File: config.mk
export PLATFORM = sky130hd
export DESIGN_NAME = traffic_phase_controller_flat
export DESIGN_NICKNAME = d
export VERILOG_FILES = /design/src/rtl/traffic_phase_controller_if.sv /design/src/rtl/traffic_phase_controller.sv /design/src/flat_wrapper.sv
export SDC_FILE = /design/constraint.sdc
export NUM_CORES = 1
export LEC_CHECK = 0
export CORE_MARGIN = 4
export CORE_UTILIZATION = 34
export DETAILED_ROUTE_END_ITERATION = 7
export PLACE_DENSITY = 0.66
export SYNTH_ARGS = -nofsm -noshare
export SYNTH_HDL_FRONTEND = slang
export SYNTH_SLANG_ARGS = --single-unit
File: constraint.sdc
create_clock -name clk -period 2.3 [get_ports clk]
set_input_delay 0.345 -clock clk [delete_from_list [all_inputs] [get_ports clk]]
set_output_delay 0.345 -clock clk [all_outputs]
set_load 0.005 [all_outputs]
File: src/rtl/traffic_phase_controller_if.sv
// Sensor/emergency inputs and lamp/status outputs of the traffic phase controller.
// master = sensor front-end / lamp driver side, slave = controller side.
interface traffic_phase_controller_if #(
    parameter int N_LANES          = 4,
    parameter int SENSORS_PER_LANE = 3
);
    logic [N_LANES*SENSORS_PER_LANE-1:0] ir_sensors;
    logic [N_LANES-1:0]                  emerg_req;
    logic [3*N_LANES-1:0]                lights;
    logic [N_LANES-1:0]                  phase_mask;
    logic                                mode;
    logic                                emerg_active;

    modport master (
        output ir_sensors, emerg_req,
        input  lights, phase_mask, mode, emerg_active
    );

    modport slave (
        input  ir_sensors, emerg_req,
        output lights, phase_mask, mode, emerg_active
    );
endinterface

File: src/rtl/traffic_phase_controller.sv
// N-lane intersection phase controller with density-selected single/paired rotation and emergency preemption.
// Optional green extension on occupied lanes is enabled by defining TRAFFIC_GREEN_EXT_EN.
module traffic_phase_controller #(
    parameter int N_LANES          = 4,
    parameter int SENSORS_PER_LANE = 3,
    parameter int GREEN_T          = 8,
    parameter int YELLOW_T         = 3,
    parameter int ALLRED_T         = 2,
    parameter int DENSITY_THRESH   = 6,
    parameter int MAX_EXT          = 4
) (
    input logic                  clk,
    input logic                  reset,
    traffic_phase_controller_if.slave bus
);
    localparam int TMAX_GY = (GREEN_T > YELLOW_T) ? GREEN_T : YELLOW_T;
    localparam int TMAX    = (TMAX_GY > ALLRED_T) ? TMAX_GY : ALLRED_T;
    localparam int TW      = (TMAX > 1) ? $clog2(TMAX) : 1;
    localparam int LW      = (N_LANES > 1) ? $clog2(N_LANES) : 1;
    localparam int IRW     = N_LANES * SENSORS_PER_LANE;

    localparam logic [2:0] LAMP_RED    = 3'b100;
    localparam logic [2:0] LAMP_YELLOW = 3'b010;
    localparam logic [2:0] LAMP_GREEN  = 3'b001;

    typedef enum logic [1:0] {ST_GREEN, ST_YELLOW, ST_ALLRED, ST_EMERG} state_t;

    state_t               state_q, state_d;
    logic [TW-1:0]        timer_q, timer_d;
    logic [LW-1:0]        last_lane_q, last_lane_d;
    logic [LW-1:0]        emerg_lane_q, emerg_lane_d;
    logic                 mode_q, mode_d;
    logic [3*N_LANES-1:0] lights_q, lights_d;
    logic [N_LANES-1:0]   phase_mask_q, phase_mask_d;
    logic                 emerg_active_q, emerg_active_d;

`ifdef TRAFFIC_GREEN_EXT_EN
    localparam int EW = (MAX_EXT > 0) ? $clog2(MAX_EXT + 1) : 1;
    logic [EW-1:0] ext_q, ext_d;
    logic          occupied;
`endif

    logic          emerg_any;
    logic [LW-1:0] target;
    logic [31:0]   pop_cnt;
    logic          dense;
    logic [LW-1:0] next_single;
    logic [LW-1:0] next_pair;
    logic          to_yellow;

    function automatic logic [3*N_LANES-1:0] paint(input logic [N_LANES-1:0] m, input logic [2:0] on);
        logic [3*N_LANES-1:0] r;
        r = '0;
        for (int unsigned i = 0; i < N_LANES; i++) begin
            r[3*i +: 3] = m[i] ? on : LAMP_RED;
        end
        return r;
    endfunction

    always_comb begin
        emerg_any = |bus.emerg_req;
        target    = '0;
        for (int i = N_LANES - 1; i >= 0; i--) begin
            if (bus.emerg_req[i]) target = LW'(i);
        end
        pop_cnt = '0;
        for (int unsigned i = 0; i < IRW; i++) begin
            pop_cnt = pop_cnt + 32'(bus.ir_sensors[i]);
        end
        dense       = (pop_cnt >= 32'(DENSITY_THRESH));
        next_single = LW'((int'(last_lane_q) + 1) % N_LANES);
        next_pair   = LW'(2 * ((int'(last_lane_q) / 2 + 1) % (N_LANES / 2)));
`ifdef TRAFFIC_GREEN_EXT_EN
        occupied = 1'b0;
        for (int unsigned i = 0; i < N_LANES; i++) begin
            if (phase_mask_q[i] && (|bus.ir_sensors[i*SENSORS_PER_LANE +: SENSORS_PER_LANE]))
                occupied = 1'b1;
        end
`endif
    end

    always_comb begin
        state_d        = state_q;
        timer_d        = timer_q;
        last_lane_d    = last_lane_q;
        emerg_lane_d   = emerg_lane_q;
        mode_d         = mode_q;
        lights_d       = lights_q;
        phase_mask_d   = phase_mask_q;
        emerg_active_d = emerg_active_q;
        to_yellow      = 1'b0;
`ifdef TRAFFIC_GREEN_EXT_EN
        ext_d          = ext_q;
`endif
        case (state_q)
            ST_GREEN: begin
                if (emerg_any) begin
                    // Only a single-lane phase already serving the target can hand over without clearance.
                    if (mode_q && (phase_mask_q == (N_LANES'(1) << target))) begin
                        state_d        = ST_EMERG;
                        emerg_lane_d   = target;
                        emerg_active_d = 1'b1;
                    end else begin
                        to_yellow = 1'b1;
                    end
                end else if (timer_q == '0) begin
`ifdef TRAFFIC_GREEN_EXT_EN
                    if (occupied && (ext_q < EW'(MAX_EXT))) ext_d = ext_q + 1'b1;
                    else                                     to_yellow = 1'b1;
`else
                    to_yellow = 1'b1;
`endif
                end else begin
                    timer_d = timer_q - 1'b1;
                end
            end
            ST_YELLOW: begin
                if (timer_q == '0) begin
                    state_d      = ST_ALLRED;
                    timer_d      = TW'(ALLRED_T - 1);
                    lights_d     = paint('0, LAMP_GREEN);
                    phase_mask_d = '0;
                end else begin
                    timer_d = timer_q - 1'b1;
                end
            end
            ST_ALLRED: begin
                if (timer_q != '0) begin
                    timer_d = timer_q - 1'b1;
                end else if (emerg_any) begin
                    state_d        = ST_EMERG;
                    emerg_lane_d   = target;
                    emerg_active_d = 1'b1;
                    phase_mask_d   = N_LANES'(1) << target;
                    lights_d       = paint(N_LANES'(1) << target, LAMP_GREEN);
                end else begin
                    state_d      = ST_GREEN;
                    timer_d      = TW'(GREEN_T - 1);
                    mode_d       = dense;
                    last_lane_d  = dense ? next_single : next_pair;
                    phase_mask_d = dense ? (N_LANES'(1) << next_single) : (N_LANES'(3) << next_pair);
                    lights_d     = paint(dense ? (N_LANES'(1) << next_single) : (N_LANES'(3) << next_pair),
                                         LAMP_GREEN);
`ifdef TRAFFIC_GREEN_EXT_EN
                    ext_d        = '0;
`endif
                end
            end
            ST_EMERG: begin
                if (!bus.emerg_req[emerg_lane_q]) to_yellow = 1'b1;
            end
            default: begin
                state_d      = ST_ALLRED;
                timer_d      = TW'(ALLRED_T - 1);
                lights_d     = paint('0, LAMP_GREEN);
                phase_mask_d = '0;
            end
        endcase

        if (to_yellow) begin
            state_d        = ST_YELLOW;
            timer_d        = TW'(YELLOW_T - 1);
            lights_d       = paint(phase_mask_q, LAMP_YELLOW);
            emerg_active_d = 1'b0;
        end
    end

    always_ff @(posedge clk or posedge reset) begin
        if (reset) begin
            state_q        <= ST_ALLRED;
            timer_q        <= TW'(ALLRED_T - 1);
            last_lane_q    <= LW'(N_LANES - 1);
            emerg_lane_q   <= '0;
            mode_q         <= 1'b0;
            lights_q       <= paint('0, LAMP_GREEN);
            phase_mask_q   <= '0;
            emerg_active_q <= 1'b0;
`ifdef TRAFFIC_GREEN_EXT_EN
            ext_q          <= '0;
`endif
        end else begin
            state_q        <= state_d;
            timer_q        <= timer_d;
            last_lane_q    <= last_lane_d;
            emerg_lane_q   <= emerg_lane_d;
            mode_q         <= mode_d;
            lights_q       <= lights_d;
            phase_mask_q   <= phase_mask_d;
            emerg_active_q <= emerg_active_d;
`ifdef TRAFFIC_GREEN_EXT_EN
            ext_q          <= ext_d;
`endif
        end
    end

    assign bus.lights       = lights_q;
    assign bus.phase_mask   = phase_mask_q;
    assign bus.mode         = mode_q;
    assign bus.emerg_active = emerg_active_q;
endmodule

File: src/flat_wrapper.sv
// flat-port wrapper written by rule: the top's interface ports become plain ports
module traffic_phase_controller_flat 
#(
    parameter int N_LANES          = 4,
    parameter int SENSORS_PER_LANE = 3,
    parameter int GREEN_T          = 8,
    parameter int YELLOW_T         = 3,
    parameter int ALLRED_T         = 2,
    parameter int DENSITY_THRESH   = 6,
    parameter int MAX_EXT          = 4
)
  (clk, reset, bus_ir_sensors, bus_emerg_req, bus_lights, bus_phase_mask, bus_mode, bus_emerg_active);
  traffic_phase_controller_if #(.N_LANES(N_LANES), .SENSORS_PER_LANE(SENSORS_PER_LANE)) bus_i ();
  input logic clk;
  input logic reset;
  input wire logic [$bits(bus_i.ir_sensors)-1:0] bus_ir_sensors;
  input wire logic [$bits(bus_i.emerg_req)-1:0] bus_emerg_req;
  output wire logic [$bits(bus_i.lights)-1:0] bus_lights;
  output wire logic [$bits(bus_i.phase_mask)-1:0] bus_phase_mask;
  output wire logic [$bits(bus_i.mode)-1:0] bus_mode;
  output wire logic [$bits(bus_i.emerg_active)-1:0] bus_emerg_active;
  assign bus_i.ir_sensors = bus_ir_sensors;
  assign bus_i.emerg_req = bus_emerg_req;
  assign bus_lights = bus_i.lights;
  assign bus_phase_mask = bus_i.phase_mask;
  assign bus_mode = bus_i.mode;
  assign bus_emerg_active = bus_i.emerg_active;
  traffic_phase_controller #(.N_LANES(N_LANES), .SENSORS_PER_LANE(SENSORS_PER_LANE), .GREEN_T(GREEN_T), .YELLOW_T(YELLOW_T), .ALLRED_T(ALLRED_T), .DENSITY_THRESH(DENSITY_THRESH), .MAX_EXT(MAX_EXT)) u_core (.clk(clk), .reset(reset), .bus(bus_i));
endmodule
Yosys cells after proc, flatten, opt, wreduce, memory -nomap -nowiden
Cells that the tools add are included.

Register bits: 27. Input bits: 18. Output and inout port bits: 18. Logic and storage cells: 122.

Add/sub/neg operators: 14. Order comparisons: 2. Equal/unequal tests: 17. Shift operators: 3. Multiplexer cells: 59. Bitwise gates (word level): 2. Reduce and logical (&&, ||, !) cells: 17.

Operators by type and width (number): 32-bit by 1-bit adder with 32-bit output (10); 3-bit two-way mux (18); 12-bit two-way mux (4); 32-bit by 3-bit greater-or-equal comparator with 1-bit output (second input constant) (1); 2-bit two-way mux (15); 12-bit case mux with 2 select lines (1); 4-bit two-way mux (4); 5-bit AND reduction (3); 3-bit by 1-bit != test with 1-bit output (second input constant) (4); 1-bit two-way mux (10); 3-bit case mux with 3 select lines (1); 3-bit AND reduction (3); 3-bit nonzero test (3); 2-bit by 1-bit != test with 1-bit output (second input constant) (4); 4-bit case mux with 2 select lines (1); 1-bit by 2-bit left shift with 4-bit output (first input constant) (2); 3-bit by 2-bit != test with 1-bit output (second input constant) (2); 2-bit case mux with 3 select lines (1); 2-bit equality test (second input constant) (2); 4-bit equality test (1); 4-bit != test (second input constant) (1); 1-bit case mux with 2 select lines (2); 2-bit case mux with 2 select lines (1); 4-bit AND reduction (1); 17 further kinds (19).

Longest topological paths before layout
Depth in word-level cells: 18. Mapped depth: 15. Gate-level depth less buffers: 15.

Worst setup path before layout
Ideal clock, no wire load.

Path kind: input to register. Start: in bus_ir_sensors[0]. End: reg u_core.lights_q[9] (netlist: u_core.bus.lights[9]). Library setup time: 0.067 ns. Arrival time: 4.232 ns. Data required time: 2.233 ns. Path slack: -2.000 ns. Stages: 15. Buffers on the path: 0. Cells stage by stage: ha_1 > inv_1 > fa_1 > fa_1 > fa_1 > inv_1 > fa_1 > inv_1 > fa_1 > nor2b_1 > o31ai_1 > nand2_1 > a21oi_1 > a2111oi_0 > a21o_1.

Longest elaborated chain between the ends: 18.

Ends and longest elaborated chain: from (decl) (line flat_wrapper.sv:16) `input wire logic [$bits(bus_i.ir_sensors)-1:0] bus_ir_sensors;`; 1-bit by 1-bit adder with 2-bit output (line traffic_phase_controller.sv:68) `pop_cnt = pop_cnt + 32'(bus.ir_sensors[i]);`; 32-bit by 1-bit adder with 32-bit output (10 in series) (line traffic_phase_controller.sv:68); 32-bit by 3-bit greater-or-equal comparator with 1-bit output (line traffic_phase_controller.sv:70) `dense = (pop_cnt >= 32'(DENSITY_THRESH));`; 4-bit two-way mux (line traffic_phase_controller.sv:142) `lights_d = paint(dense ? (N_LANES'(1) << next_single) : (N_LANES'(3) << next_pair),`; 3-bit two-way mux (line traffic_phase_controller.sv:55) `r[3*i +: 3] = m[i] ? on : LAMP_RED;`; 12-bit two-way mux (line traffic_phase_controller.sv:130) `end else if (emerg_any) begin`; 12-bit two-way mux (line traffic_phase_controller.sv:128) `if (timer_q != '0) begin`; 12-bit case mux with 2 select lines (line traffic_phase_controller.sv:95) `case (state_q)`; 12-bit two-way mux (line traffic_phase_controller.sv:160) `if (to_yellow) begin`; to (signal assigned) (line traffic_phase_controller.sv:175) `lights_q <= paint('0, LAMP_GREEN);`; to (signal assigned) (line traffic_phase_controller.sv:187) `lights_q <= lights_d;`; to (decl) (line traffic_phase_controller.sv:33) `logic [3*N_LANES-1:0] lights_q, lights_d;`.

Every way passes these cells. The select of a mux whose other input is x is not followed. A chain may end at the register's enable or synchronous reset.

Worst setup path in the final report
Start: in bus_ir_sensors[1]. End: reg u_core.lights_q[3] (netlist: u_core.bus.lights[3]).

The elaborated chain is that of the path after synthesis.

==> out/results.ini <==
[final_layout]
final_common_cell = buf_4
fillCellCount = 499
antenna_cells = 0
drive_gt1_share_pct = 33.1
finalNonFillerCells = 356
layout_common_cells = 35 x buf_4, 25 x inv_1, 24 x clkdlybuf4s50_1, 21 x nor2_1, 19 x dfrtp_1
syn_to_final_growth_pct = 48.1
nNetsFinal = 325

[sta]
period_share_pct = 176
rsz0062_at_grt = yes
worst_pin_slew_ps = 533
fin_ws_ps = -1740
drv_slew = 0
max_freq_mhz = 248
post-route-min-period_ps = 4040
fin_skew_ps = 6.54
setup_violations = 15
hold_viol_final = 0
slew_headroom_pct = 64.1

[power_and_ir_drop]
p_leak_uw = 0.00134
ir_drop_mv = 0.726
cellPowerDensity_nw_per_um2 = 1430
finalPower_uw = 4270

[floorplan]
core_um2 = 5640
dieArea_um2 = 7240
die_y_um = 85.1
start_util_pct = 35.8
ios = 36
rows = 27
die_w_um = 85.1

[global_routing]
grt_use_total_pct = 15.0
grt_max_degree = 28
grt-ovfl-total = 0
grt_pass1_vias = 1921
grt_pass1_wl_um = 8830
antenna_found_initial = 0

[outcome]
outcome = finished, violations left
violations = negative setup slack

[synthesis]
ys_ff_latch = 27
synth-adder-area-share_pct = 16.2
syn_area_per_cell_um2 = 9.39
yosysUniqueCellTypes = 58
async_flop_share_pct = 100
synth-xor-area-share_pct = 0
synth_nets = 255
yosys-mux-area-fraction_pct = 2.73
syn_inst = 215
synth_compound_area_share_pct = 21.4
yosysSeqAreaShare_pct = 34.0
synthSimpleGateAreaFrac_pct = 18.1
synth_warnings = 0
synth_top_family_by_area = compound AO/OA/AOI/OAI gates
synth_area_um2 = 2020
synth_edf_count = 0
synth_flop_cell = dfrtp_1

[place]
dp_cells = 342
port-buffer-count = 35
gp_congestion = 0.873
place_hpwl_um = 3920

[routing]
dr.pass1.iters = 4
via_per_inst = 5.26
via_count = 1873
drc = 0
drt-wirelength-per-cell_um = 15.4
ant_nets = 0
drt_iter0_markers = 74
wl_um = 5480

[setup_path]
crit_path_max_fanout = 3
worst_setup_path_start_kind = input port
cp_data_required_time_ps = 2480
cp.arrival_ps = 4220
crit_type = in -> reg
end_kind = flip-flop

[clocking]
clk_pin_slew_worst_paths_ps = 100
cts-buffers-inserted = 3
clk_latency_ps = 280
cts_tree = yes
cts_sinks = 27
root_buffer = clkbuf_8
cts_buffer_depth = 2
ctsHoldBuffers = 0
htreeDepth = 1

[job]
max_cap_viol_count = 0

[worst_hold_path]
hold_class = in -> async

per-stage QoR:
stage | util [%] | hold slack, ps | TNS (ps) | worst slack (ps) | instance area [µm²]
finish | 53.0 | 419 | -24430 | -1740 | 2990
global route | 53.0 | 448 | -26170 | -1850 | 2990
CTS | 50.5 | 426 | -24370 | -1680 | 2850
detailed placement | 47.3 | 468 | -35410 | -2310 | 2670
global placement | 47.3 | 469 | -34720 | -2200 | 2670
floorplan | - | 392 | -21130 | -1540 | 2060
state kept, by name (all words and copies together), names as in the netlist:
register / count
u_core.bus.emerg_active: 1
u_core.timer_q: 3
u_core.bus.phase_mask: 4
u_core.bus.lights: 12
u_core.bus.mode: 1
u_core.emerg_lane_q: 2
u_core.last_lane_q: 2
u_core.state_q: 2
final timing paths:
check	startpoint	end	slack (ps)	cells after the start
setup / recovery	bus_ir_sensors[1]	u_core.bus.lights[3]	-1740	18
min in group clk	u_core.bus.lights[11]	u_core.bus.lights[11]	480	2
hold / removal	reset	u_core.bus.phase_mask[3]	420	3
hold reg to reg	u_core.bus.lights[11]	u_core.bus.lights[11]	480	2
setup reg to reg	u_core.state_q[1]	u_core.last_lane_q[1]	160	6
max in group asynchronous	reset	u_core.last_lane_q[0]	1570	3
cell families (layout without fill, tap and decap cells):
kind of cell | Yosys count | count (layout)
buffers and inverters | 37 | 106
AO/OA/AOI/OAI | 53 | 53
adder cells (fa/ha/maj) | 22 | 22
multiplexers | 4 | 4
AND/OR/NAND/NOR | 72 | 72
flip-flops | 27 | 27
layer usage:
layer  global-route usage [%]  share of wire, %
met3                     3.01               3.7
met5                        0                 0
met4                     3.31              0.69
met1                     19.4                44
met2                     25.6                52
cell usage after synthesis (4+ instances only):
cell / count / area share (%)
a211oi_1: 5 / 1.9
a21oi_1: 8 / 2.0
a22o_1: 4 / 1.7
clkbuf_1: 5 / 0.93
dfrtp_1: 19 / 24
dfstp_2: 8 / 10
fa_1: 7 / 6.9
ha_1: 15 / 9.3
inv_1: 28 / 5.2
nand2_1: 17 / 3.2
nor2_1: 24 / 4.5
nor3_1: 7 / 1.7
o21ai_0: 6 / 1.5
power breakdown:
group | total, µW | leakage (µW) | switching (µW) | internal (µW)
Sequential | 904 | 0.000324 | 173 | 730
Clock | 290 | 0.0000217 | 166 | 123
Combinational | 3080 | 0.000993 | 1580 | 1500
cell type report:
class	count	area, µm²	share of cell area [%]
Clock buffer	3	41.3	1.38
Inverter	29	109	3.64
Multi-Input combinational cell	151	1410	47.2
Tap cell	72	90.1	3.01
Sequential cell	27	686	22.9
Clock inverter	1	7.51	0.251
Timing Repair Buffer	73	644	21.5
worst max-delay path, stage by stage:
cell and delay, ps:
buf_6 90, ha_4 250, inv_2 30, fa_1 450
fa_1 510, fa_1 410, inv_1 90, fa_2 200
inv_2 40, fa_2 600, nor2b_4 60, buf_6 110
o31ai_4 270, nand2_2 120, buf_6 140, a311oi_4 310
buf_4 170, nor3_2 30
timing repair:
action / 4_1_cts / 5_1_grt
resized for setup: 39 / 20
pin swaps: 22 / 19
setup endpoints to repair: 20 / 22
setup buffers: 4 / 8
Note: power is estimated with default switching activity, not from simulation.
